==> src/rtl/nvdla_dbb_initiator.sv <==
// Burst initiator: turns HWPE-side commands into single NVDLA DBB read or write bursts.
// Request fields are registered; beat data passes straight through with no buffering.
module nvdla_dbb_initiator #(
    parameter int unsigned AW   = 32,
    parameter int unsigned DW   = 64,
    parameter int unsigned IDW  = 8,
    parameter int unsigned LENW = 4
) (
    input  logic              clk_i,
    input  logic              rst_ni,
    input  logic              clear_i,
    // command
    input  logic              cmd_valid_i,
    output logic              cmd_ready_o,
    input  logic              cmd_write_i,
    input  logic [AW-1:0]     cmd_addr_i,
    input  logic [LENW-1:0]   cmd_len_i,
    // write-data stream sink
    input  logic              wdata_valid_i,
    output logic              wdata_ready_o,
    input  logic [DW-1:0]     wdata_data_i,
    input  logic [DW/8-1:0]   wdata_strb_i,
    // read-data stream source
    output logic              rdata_valid_o,
    input  logic              rdata_ready_i,
    output logic [DW-1:0]     rdata_data_o,
    output logic [DW/8-1:0]   rdata_strb_o,
    // DBB write request
    output logic              aw_valid_o,
    input  logic              aw_ready_i,
    output logic [AW-1:0]     aw_addr_o,
    output logic [LENW-1:0]   aw_len_o,
    output logic [IDW-1:0]    aw_id_o,
    // DBB write data
    output logic              w_valid_o,
    input  logic              w_ready_i,
    output logic [DW-1:0]     w_data_o,
    output logic [DW/8-1:0]   w_strb_o,
    output logic              w_last_o,
    // DBB write response
    input  logic              b_valid_i,
    output logic              b_ready_o,
    input  logic [IDW-1:0]    b_id_i,
    // DBB read request
    output logic              ar_valid_o,
    input  logic              ar_ready_i,
    output logic [AW-1:0]     ar_addr_o,
    output logic [LENW-1:0]   ar_len_o,
    output logic [IDW-1:0]    ar_id_o,
    // DBB read data
    input  logic              r_valid_i,
    output logic              r_ready_o,
    input  logic [DW-1:0]     r_data_i,
    input  logic [IDW-1:0]    r_id_i,
    input  logic              r_last_i,
    // status
    output logic              busy_o,
    output logic              done_o,
    output logic              err_o
);

    typedef enum logic [2:0] {StIdle, StAr, StR, StAw, StW, StB} state_e;

    state_e            state_q;
    logic [AW-1:0]     addr_q;
    logic [LENW-1:0]   len_q;
    logic [IDW-1:0]    id_q;
    logic [IDW-1:0]    id_cnt_q;
    logic [LENW-1:0]   beat_q;
    logic              err_q;

    logic last_beat;
    logic r_hs;
    logic w_hs;

    assign last_beat = (beat_q == len_q);
    assign r_hs      = (state_q == StR) && r_valid_i && rdata_ready_i;
    assign w_hs      = (state_q == StW) && wdata_valid_i && w_ready_i;

    always_ff @(posedge clk_i or negedge rst_ni) begin
        if (!rst_ni) begin
            state_q  <= StIdle;
            addr_q   <= '0;
            len_q    <= '0;
            id_q     <= '0;
            id_cnt_q <= '0;
            beat_q   <= '0;
            err_q    <= 1'b0;
        end else if (clear_i) begin
            state_q  <= StIdle;
            addr_q   <= '0;
            len_q    <= '0;
            id_q     <= '0;
            id_cnt_q <= '0;
            beat_q   <= '0;
            err_q    <= 1'b0;
        end else begin
            unique case (state_q)
                StIdle: begin
                    if (cmd_valid_i) begin
                        addr_q   <= cmd_addr_i;
                        len_q    <= cmd_len_i;
                        id_q     <= id_cnt_q;
                        id_cnt_q <= id_cnt_q + 1'b1;
                        beat_q   <= '0;
                        state_q  <= cmd_write_i ? StAw : StAr;
                    end
                end
                StAr: if (ar_ready_i) state_q <= StR;
                StR: begin
                    if (r_hs) begin
                        // Protocol errors are flagged but never change the beat sequencing.
                        if (r_id_i != id_q || r_last_i != last_beat) err_q <= 1'b1;
                        if (last_beat) begin
                            beat_q  <= '0;
                            state_q <= StIdle;
                        end else begin
                            beat_q <= beat_q + 1'b1;
                        end
                    end
                end
                StAw: if (aw_ready_i) state_q <= StW;
                StW: begin
                    if (w_hs) begin
                        if (last_beat) begin
                            beat_q  <= '0;
                            state_q <= StB;
                        end else begin
                            beat_q <= beat_q + 1'b1;
                        end
                    end
                end
                StB: begin
                    if (b_valid_i) begin
                        if (b_id_i != id_q) err_q <= 1'b1;
                        state_q <= StIdle;
                    end
                end
                default: state_q <= StIdle;
            endcase
        end
    end

    assign aw_addr_o    = addr_q;
    assign aw_len_o     = len_q;
    assign aw_id_o      = id_q;
    assign ar_addr_o    = addr_q;
    assign ar_len_o     = len_q;
    assign ar_id_o      = id_q;
    assign w_data_o     = wdata_data_i;
    assign w_strb_o     = wdata_strb_i;
    assign rdata_data_o = r_data_i;
    assign rdata_strb_o = '1;
    assign err_o        = err_q;

    always_comb begin
        cmd_ready_o   = (state_q == StIdle);
        busy_o        = (state_q != StIdle);
        ar_valid_o    = (state_q == StAr);
        aw_valid_o    = (state_q == StAw);
        b_ready_o     = (state_q == StB);
        rdata_valid_o = (state_q == StR) && r_valid_i;
        r_ready_o     = (state_q == StR) && rdata_ready_i;
        w_valid_o     = (state_q == StW) && wdata_valid_i;
        wdata_ready_o = (state_q == StW) && w_ready_i;
        w_last_o      = (state_q == StW) && last_beat;
        done_o        = (r_hs && last_beat) || ((state_q == StB) && b_valid_i);
    end

endmodule

==> config.mk <==
export PLATFORM = sky130hd
export DESIGN_NAME = nvdla_dbb_initiator
export DESIGN_NICKNAME = d
export VERILOG_FILES = /design/src/rtl/nvdla_dbb_initiator.sv
export SDC_FILE = /design/constraint.sdc
export NUM_CORES = 1
export LEC_CHECK = 0
export ABC_AREA = 1
export BUFFER_PORTS_ARGS = -buffer_cell sky130_fd_sc_hd__buf_4
export CORE_AREA = 2 2 174 176
export CTS_CLUSTER_DIAMETER = 80
export DETAILED_ROUTE_END_ITERATION = 10
export DIE_AREA = 0 0 176 178
export PLACE_DENSITY = 0.47
export SLEW_MARGIN = 20
export SYNTH_ARGS = -nofsm -noshare
export SYNTH_HDL_FRONTEND = slang
export SYNTH_SLANG_ARGS = --single-unit
==> constraint.sdc <==
create_clock -name clk_i -period 4.2 [get_ports clk_i]
set_input_delay 0.21 -clock clk_i [delete_from_list [all_inputs] [get_ports clk_i]]
set_output_delay 0.21 -clock clk_i [all_outputs]
set_load 0.05 [all_outputs]
======== Word-level counts from Yosys, hierarchy flattened ========
Index checks and enable logic that the tools add are counted.
storage, ports and cells
  flip-flop bits (word level) ............. 60
  bits of input ports ..................... 201
  output and inout port bits .............. 244
  logic and storage cells ................. 84
operators by class
  add/subtract/negate cells ............... 2
  equality and inequality tests ........... 19
  multiplexer cells ....................... 35
  reductions and logical operators ........ 21
operators with widths
  operator                                       number
  two-way mux 32 bit                             3
  two-way mux 8 bit                              6
  two-way mux 4 bit                              8
  two-way mux 3 bit                              9
  != test 3 bit, second input constant           6
  case mux 3 bit (6 select lines)                1
  != test 8 bit                                  2
  != test 3 x 2 -> 1 bit, second input constant  4
  case mux 4 bit (3 select lines)                1
  logical AND 1 bit                              9
  adder 8 x 1 -> 8 bit, second input constant    1
  AND reduction 8 bit                            1
  == test 3 x 2 -> 1 bit, second input constant  2
  == test 3 bit, second input constant           2
  nonzero test 3 bit                             2
  two-way mux 1 bit                              5
  AND reduction 5 bit                            1
  adder 4 x 1 -> 4 bit, second input constant    1
  == test 4 bit                                  1
  AND reduction 4 bit                            1
  nonzero test 2 bit                             2
  nonzero test 4 bit                             1
  == test 3 x 1 -> 1 bit, second input constant  1
  zero test 3 bit                                1
  5 further kinds                                6

======== Depth between registers and ports, before layout ========
Gate-level depths: netlist (run 1).
  depth in word-level cells ............... 7
  mapped depth ............................ 10
  mapped depth without buffers ............ 10

======== Worst setup path before layout (run 1) ========
No wires, ideal clock.
  path kind ............................... register to output
  start ................................... register state_q[2]
  end ..................................... output done_o
  arrival time ............................ 2.369 ns
  data required time ...................... 3.990 ns
  setup slack ............................. 1.621 ns
  cell stages (with the launch flop) ...... 6
  path buffers ............................ 0
  cell sequence ........................... dfrtp_1 -> nor3_2 -> inv_2 -> nor2_1 -> nand2_1 -> o22ai_1
on the way
  longest elaborated chain between the ends .. 5
  elaborated cells on any way between the ends .. 7
  those cells by class .................... 2 x eq/ne; 5 x reduce/logical
RTL lines
  item                             RTL line  RTL
  from (decl)                      64        state_e state_q;
  from (signal assigned)           82        state_q <= StIdle;
  from (signal assigned)           90        state_q <= StIdle;
  from (signal assigned)           106       state_q <= cmd_write_i ? StAw : StAr;
  == test 3 x 2 -> 1 bit           77        assign r_hs = (state_q == StR) && r_valid_i && rdata_ready_i;
  logical AND 1 bit (2 in series)  77
  logical AND 1 bit                167       done_o = (r_hs && last_beat) || ((state_q == StB) && b_valid_i);
  logical OR 1 bit *               167
  to (decl)                        58        output logic done_o,
Every way passes the cells marked *; elsewhere a longest branch is shown, timed or not.

======== Worst setup path after layout (run 1) ========
  start ................................... register state_q[1]
  end ..................................... output done_o
Same word-level chain as after synthesis.

==> flow_metrics.py, run 1 <==
metrics = {
    "run_status": {
        "status": "finished, violations left",
        "violations": "hold timing",
    },
    "layout": {
        "mostFrequentLayoutCell": "buf_4",
        "n_antenna_cell": 0,
        "drive_above_1_share": 0.341,
        "nNetsFinal": 782,
        "final_cell_area_um2": 5130,
        "syn_to_final_growth_pct": 13.1,
        "fin_cells": 974,
        "final_cell_mix": "167 x buf_4, 86 x nand2_1, 82 x inv_1",
    },
    "routing": {
        "drc": 0,
        "wire_per_inst_um": 14.1,
        "vias": 3428,
        "firstDrtPassIters": 5,
        "ant_nets": 0,
        "routed_via_density": 3.52,
        "routed_wl_um": 13700,
        "first_iter_violations": 116,
    },
    "sta": {
        "finClkSkew_ns": 0.00959,
        "finalHoldViolCount": 55,
        "tns_ns": 0,
        "period_needed_ns": 1.99,
        "hold_ws_ns": -0.0266,
        "slew_viol_final": 0,
        "worst_slew_pin_slew_ns": 0.826,
        "timing.final.crit_share": 0.474,
        "slew_headroom": 0.449,
        "rsz0062_at_grt": "false",
        "fmax_ghz": 0.502,
        "setup_viol": 0,
    },
    "floorplanning": {
        "start_util": 0.154,
        "core_area_um2": 29400,
        "fp.dieW_um": 176,
        "io_pins": 445,
        "fp.dieH_um": 178,
        "dieArea_um2": 31300,
        "row_count": 63,
    },
    "clocking": {
        "cts.root.buffer_cell": "clkbuf_16",
        "cts_sinks": 60,
        "post_cts_buffers": 0,
        "clkTransAtPathRegs_ns": 0.06,
        "cts_tree": "built",
        "worst_skew_pair.late_latency_ns": 0.34,
        "ctsHoldBuffers": 0,
        "cts_buffers": 9,
        "clk_path_buf_depth": 2,
        "ctsResizeCount": 0,
        "cts_max_level": 3,
    },
    "synth": {
        "syn_inst": 596,
        "syn_area_per_cell_um2": 7.60,
        "synth_cell_types": 29,
        "synth_fa_ha_area_frac": 0.00552,
        "synth_edf_count": 0,
        "synth.area.top_cells": "dfrtp_1 33%, buf_4 31%, nand2_1 7.1%, inv_1 6.9%, nand3_1 5.3%",
        "ys.flop_type": "dfrtp_1",
        "ys_seq_elements": 60,
        "synth-compound-area-share": 0.0773,
        "yosysTopAreaCell": "dfrtp_1",
        "synth_top_family_by_area": "buffers and inverters",
        "async_flop_share": 1.00,
        "synth-simple-area-share": 0.177,
        "yosys.area.top_type_share": 0.331,
        "yosysSeqAreaShare": 0.331,
        "yosys_warnings": 0,
        "syn_area_um2": 4530,
        "synthMuxAreaShare": 0,
        "synth_xor_area_frac": 0.0116,
    },
    "power_and_ir_drop": {
        "leakagePower_nw": 2.53,
        "ir_drop_mv": 0.218,
        "p_per_area_nw_per_um2": 601,
        "total_power_mw": 3.08,
    },
    "global_routing": {
        "grt_overflow_total": 0,
        "grt_pass1_wl_um": 20200,
        "first_global_vias": 3330,
        "antenna_found_initial": 0,
        "grt_usage": 0.0866,
        "grt_max_degree": 61,
    },
    "setup_path": {
        "worstSetupPathType": "reg -> out",
        "cp.required_ns": 3.99,
        "crit_fanout": 4,
        "worstSetupEndpointType": "output pin",
        "start_kind": "flop",
        "arrival_ns": 1.78,
    },
    "placement": {
        "placed_cells": 958,
        "placedInstanceArea_um2": 4830,
        "place_congestion": 0.732,
        "io_buffer_count": 164,
        "hpwl_um": 10200,
    },
    "run": {
        "maxCapViolations": 0,
    },
    "min_path": {
        "hold_class": "in -> async",
    },
}
==> worst max-delay path, stage by stage, from the launching register on <==
cell     delay (ns)
dfrtp_1        0.43
inv_1          0.13
nor3_2         0.24
inv_2          0.10
nor2_1         0.13
nand2_1        0.06
o22ai_1        0.12
buf_4          0.22
==> path summary, 6_finish.rpt <==
path / from / to / slack (ns) / cells past startpoint
setup / recovery: state_q[1] / done_o / 2.21 / 7
hold / removal: rst_ni / ar_addr_o[4] / -0.03 / 1
setup reg to reg: state_q[0] / id_cnt_q[5] / 2.25 / 9
hold reg to reg: err_o / err_o / 0.52 / 2
max in group asynchronous: rst_ni / ar_addr_o[1] / 3.69 / 1
min in group clk_i: clear_i / err_o / 0.09 / 2
==> cell families after synthesis <==
logic type,count (synthesis)
other,1
xor gates and xnor gates,6
adders and majority gates,2
DFF,60
buffers and inverters,287
and+or+nand+nor,176
AOI/OAI and AO/OA,64
==> cell usage after synthesis, types with 2 or more instances <==
cell type / number
inv_1: 83
nor2_1: 21
o21ai_0: 43
inv_2: 2
ha_1: 2
buf_4: 189
dfrtp_1: 60
a21oi_1: 5
xor2_1: 2
nand4_1: 4
nand2_1: 86
clkbuf_1: 4
o22ai_1: 9
nor3_2: 2
nand2_4: 2
nand3_1: 48
nor3_1: 6
xnor2_1: 4
nor2_4: 2
o21ai_1: 4
buf_2: 9
nand3_2: 2
==> flip-flops by register name (all words and copies together), names as in the netlist <==
register   flops
ar_id_o        8
beat_q         4
state_q        3
id_cnt_q       8
ar_len_o       4
err_o          1
ar_addr_o     32
==> final cells by class <==
cell class              count  area, um2
clock buffers               9        225
clock inverters             7       75.1
fillers                  3392      24300
inverters                  85        319
multi-input cells         256       1260
flip-flops and latches     60       1500
well taps                 390        488
repair buffers            167       1250
==> layer usage <==
| layer | GRT usage | up-vias | wire length [um] |
|---|---|---|---|
| met1 | 0.0916 | 1548 | 4840 |
| met2 | 0.144 | 217 | 6730 |
| met4 | 0.0496 | 0 | 533 |
| met3 | 0.0386 | 53 | 1610 |
| met5 | 0 | - | 0 |
| li1 | - | 1610 | - |
==> power by group <==
group / leakage, nW / total, mW / switching (mW) / internal (mW)
Combinational: 1.57 / 1.53 / 1.12 / 0.407
Clock: 0.150 / 0.771 / 0.307 / 0.464
Sequential: 0.818 / 0.781 / 0.106 / 0.675
Total: 2.53 / 3.08 / 1.54 / 1.55
==> metrics by stage <==
| step | worst slack (ns) | util | hold slack, ns |
|---|---|---|---|
| 4_1_cts | 2.18 | 0.174 | 0.00578 |
| 3_5_place_dp | 2.26 | 0.164 | 0.379 |
| 5_1_grt | 2.00 | 0.174 | 0.0300 |
| 2_1_floorplan | 1.62 | - | -0.0856 |
| 3_3_place_gp | 2.29 | 0.164 | 0.373 |
| 6_report | 2.21 | 0.174 | -0.0266 |
Power figures use the tool's default switching activity.
==> inputs of run 2 (changes only) <==
--- a/config.mk
+++ b/config.mk
@@ -5,13 +5,13 @@
 export SDC_FILE = /design/constraint.sdc
 export NUM_CORES = 1
 export LEC_CHECK = 0
-export ABC_AREA = 1
+export ABC_AREA = 0
 export BUFFER_PORTS_ARGS = -buffer_cell sky130_fd_sc_hd__buf_4
-export CORE_AREA = 2 2 174 176
+export CORE_AREA = 2 2 175 177
 export CTS_CLUSTER_DIAMETER = 80
 export DETAILED_ROUTE_END_ITERATION = 10
-export DIE_AREA = 0 0 176 178
-export PLACE_DENSITY = 0.47
+export DIE_AREA = 0 0 177 179
+export PLACE_DENSITY = 0.46
 export SLEW_MARGIN = 20
 export SYNTH_ARGS = -nofsm -noshare
 export SYNTH_HDL_FRONTEND = slang
==> constraint.sdc (replaced) <==
create_clock -name clk_i -period 2.05 [get_ports clk_i]
set_input_delay 0.1025 -clock clk_i [delete_from_list [all_inputs] [get_ports clk_i]]
set_output_delay 0.1025 -clock clk_i [all_outputs]
set_load 0.05 [all_outputs]
==> run 2 against run 1 <==
Compared with the run above: critical path type unchanged; clock-buffer cell count grew 1; hold slack better by 0.046 ns; highest routed layer unchanged; first-iteration DRC count shrank 31%; the flow now finishes without violations; sequential share of layout area is 1.1 points lower; non-clock buffer count up 40; die area up 1.1%; clock power up 87%; largest cell class is now non-clock buffers.
==> flow_metrics.py, run 2 <==
metrics = {
    "layout": {
        "nNetsFinal": 737,
        "final_cell_mix": "168 x buf_4, 98 x nand2_1, 58 x dfrtp_1",
        "mostFrequentLayoutCell": "buf_4",
        "largest_reg_flops": 32,
        "syn_to_final_growth_pct": 22.5,
        "drive_above_1_share": 0.373,
        "n_antenna_cell": 0,
    },
    "power_and_ir_drop": {
        "p_int_mw": 3.18,
        "p_sw_mw": 3.07,
        "total_power_mw": 6.25,
        "p_comb_frac": 0.508,
        "ir_drop_mv": 0.361,
        "clockPowerShare": 0.230,
        "switching_share": 0.492,
        "p_per_area_nw_per_um2": 1170,
        "seqPwrFrac": 0.262,
        "leakagePower_nw": 2.47,
    },
    "routing": {
        "first_iter_violations": 80,
        "ant_nets": 0,
        "routed_via_density": 3.50,
        "vias": 3268,
        "drc": 0,
        "routed_wl_um": 13400,
        "wire_per_inst_um": 14.3,
        "firstDrtPassIters": 4,
    },
    "synth": {
        "synth_edf_count": 0,
        "yosys.area.top_type_share": 0.345,
        "yosys_warnings": 0,
        "async_flop_share": 1.00,
        "yosysTopAreaCell": "dfrtp_1",
        "ys_top_cells_by_count": "196 x buf_4, 98 x nand2_1, 60 x dfrtp_1",
        "synth_most_common_cell": "buf_4",
        "ys.flop_type": "dfrtp_1",
        "yosysSeqAreaShare": 0.345,
        "synth.area.top_cells": "dfrtp_1 35%, buf_4 34%, nand2_1 8.5%, a21oi_1 5.5%, xor2_1 3.6%",
        "ys_seq_elements": 60,
        "syn_area_um2": 4350,
        "synth_cell_types": 37,
        "syn_area_per_cell_um2": 8.44,
        "syn_inst": 515,
    },
    "sta": {
        "setup_viol": 0,
        "timing.final.crit_share": 0.951,
        "fmax_ghz": 0.513,
        "finClkSkew_ns": 0.0140,
        "slew_headroom": 0.564,
        "setup_slack_ns": 0.0994,
        "worst_slew_pin_slew_ns": 0.648,
        "rsz0062_at_grt": "false",
        "finalHoldViolCount": 0,
        "tns_ns": 0,
        "period_needed_ns": 1.95,
        "slew_viol_final": 0,
    },
    "clocking": {
        "clk_path_buf_depth": 2,
        "cts_tree": "built",
        "clkTransAtPathRegs_ns": 0.06,
        "cts.root.buffer_cell": "clkbuf_16",
        "cts_buffers": 9,
        "cts_max_level": 3,
        "worst_skew_pair.late_latency_ns": 0.34,
        "cts_sinks": 60,
    },
    "global_routing": {
        "grt_overflow_total": 0,
        "first_global_vias": 3171,
        "grt_max_degree": 46,
        "grt_pass1_wl_um": 19200,
        "antenna_found_initial": 0,
        "grt_usage": 0.0815,
    },
    "setup_path": {
        "cp.required_ns": 1.95,
        "start_kind": "flop",
        "arrival_ns": 1.85,
        "crit_fanout": 4,
        "worstSetupPathType": "reg -> out",
        "worstSetupEndpointType": "output pin",
    },
    "placement": {
        "io_buffer_count": 164,
        "hpwl_um": 9910,
        "place_ws_ns": 0.298,
        "place_congestion": 0.717,
    },
    "floorplanning": {
        "io_pins": 445,
        "start_util": 0.145,
        "fp.dieH_um": 179,
        "fp.dieW_um": 177,
        "row_count": 64,
        "dieArea_um2": 31700,
        "core_area_um2": 30000,
    },
    "min_path": {
        "hold_class": "in -> reg",
    },
    "run": {
        "maxCapViolations": 0,
    },
    "run_status": {
        "status": "completed",
    },
}
==> run 2: cell types whose count changed after synthesis, sizes merged, moves of 4 or more <==
cell / previous run / this run
nand3: 50 / 12
inv: 85 / 6
nand2: 89 / 99
o22ai: 9 / 0
nor2: 24 / 10
nor4: 0 / 5
o21ai: 49 / 4
xnor2: 4 / 11
nor3: 8 / 4
and3: 0 / 4
xor2: 2 / 18
a21oi: 5 / 48
==> run 2: worst paths after layout <==
kind                            cells after the start  slack (ns)       endpoint           start
min in group asynchronous                           2        0.23  ar_addr_o[30]          rst_ni
max in group asynchronous                           3        1.26    ar_len_o[1]          rst_ni
worst max-delay path                                6         0.1         done_o     ar_len_o[0]
worst min register to register                      2        0.55   ar_addr_o[7]    ar_addr_o[7]
worst max register to register                      6        0.23      beat_q[2]     ar_len_o[3]
worst min-delay path                                3        0.02  ar_addr_o[18]  cmd_addr_i[18]
==> run 2: area by class of cell <==
cell class,instances,area (um2)
Fill cell,3400,24700
Timing Repair Buffer,207,1680
Sequential cell,60,1500
Multi-Input combinational cell,250,1350
Tap cell,396,495
Clock buffer,10,229
Clock inverter,6,41.3
Inverter,6,26.3
==> run 2: logic make-up (layout without fill, tap and decap cells) <==
| kind of cell | count (synthesis) | count (layout) | share of synthesized area |
|---|---|---|---|
| xor+xnor | 29 | 29 | 0.0584 |
| other cells | 1 | 8 | 0.000862 |
| buf+inv | 212 | 229 | 0.353 |
| flops | 60 | 60 | 0.345 |
| compound gates | 61 | 61 | 0.0777 |
| simple gates | 149 | 149 | 0.157 |
| mux | 1 | 1 | 0.00230 |
| fa+ha+maj | 2 | 2 | 0.00575 |
==> run 2: power groups by stage <==
stage,registers [mW],logic [mW],clock network (mW)
after floorplan,2.08,2.58,0
after CTS,1.64,3.22,1.51
final,1.63,3.18,1.44
after global routing,1.67,3.38,1.58
after global placement,1.65,3.11,0
after detailed placement,1.65,3.13,0
==> run 2: stage by stage <==
stage / instances / area [um2] / hold slack (ns) / util
CTS: 935 / 5330 / 0.000731 / 0.177
detailed placement: 883 / 4690 / 0.0548 / 0.156
global route: 935 / 5330 / 0.00206 / 0.177
floorplan: 522 / 4390 / -0.193 / -
global placement: 883 / 4690 / 0.0546 / 0.156
finish: 935 / 5330 / 0.0189 / 0.177
==> run 2: routing by layer <==
layer	vias up	GRT usage	wire length [um]	part of all wire
li1	1498	-	-	-
met1	1525	0.0902	5100	0.38
met2	179	0.126	6200	0.46
met3	66	0.0348	1380	0.10
met4	0	0.0575	709	0.053
met5	-	0	0	0
==> run 2: repair_timing <==
| action | in CTS | in global routing |
|---|---|---|
| pin swaps | 3 | 1 |
| gates resized for setup | 3 | 1 |
| endpoints found under the setup margin | 2 | 1 |
| buffers inserted | 2 | 0 |
| hold endpoints to repair | 57 | 0 |
| hold buffers | 34 | 0 |
==> run 2: worst max-delay path: stages (launching register included) <==
cell,delay [ns]
dfrtp_1,0.43
xor2_1,0.19
nor4_2,0.36
buf_4,0.19
nand4_1,0.09
nand2_1,0.10
buf_6,0.16
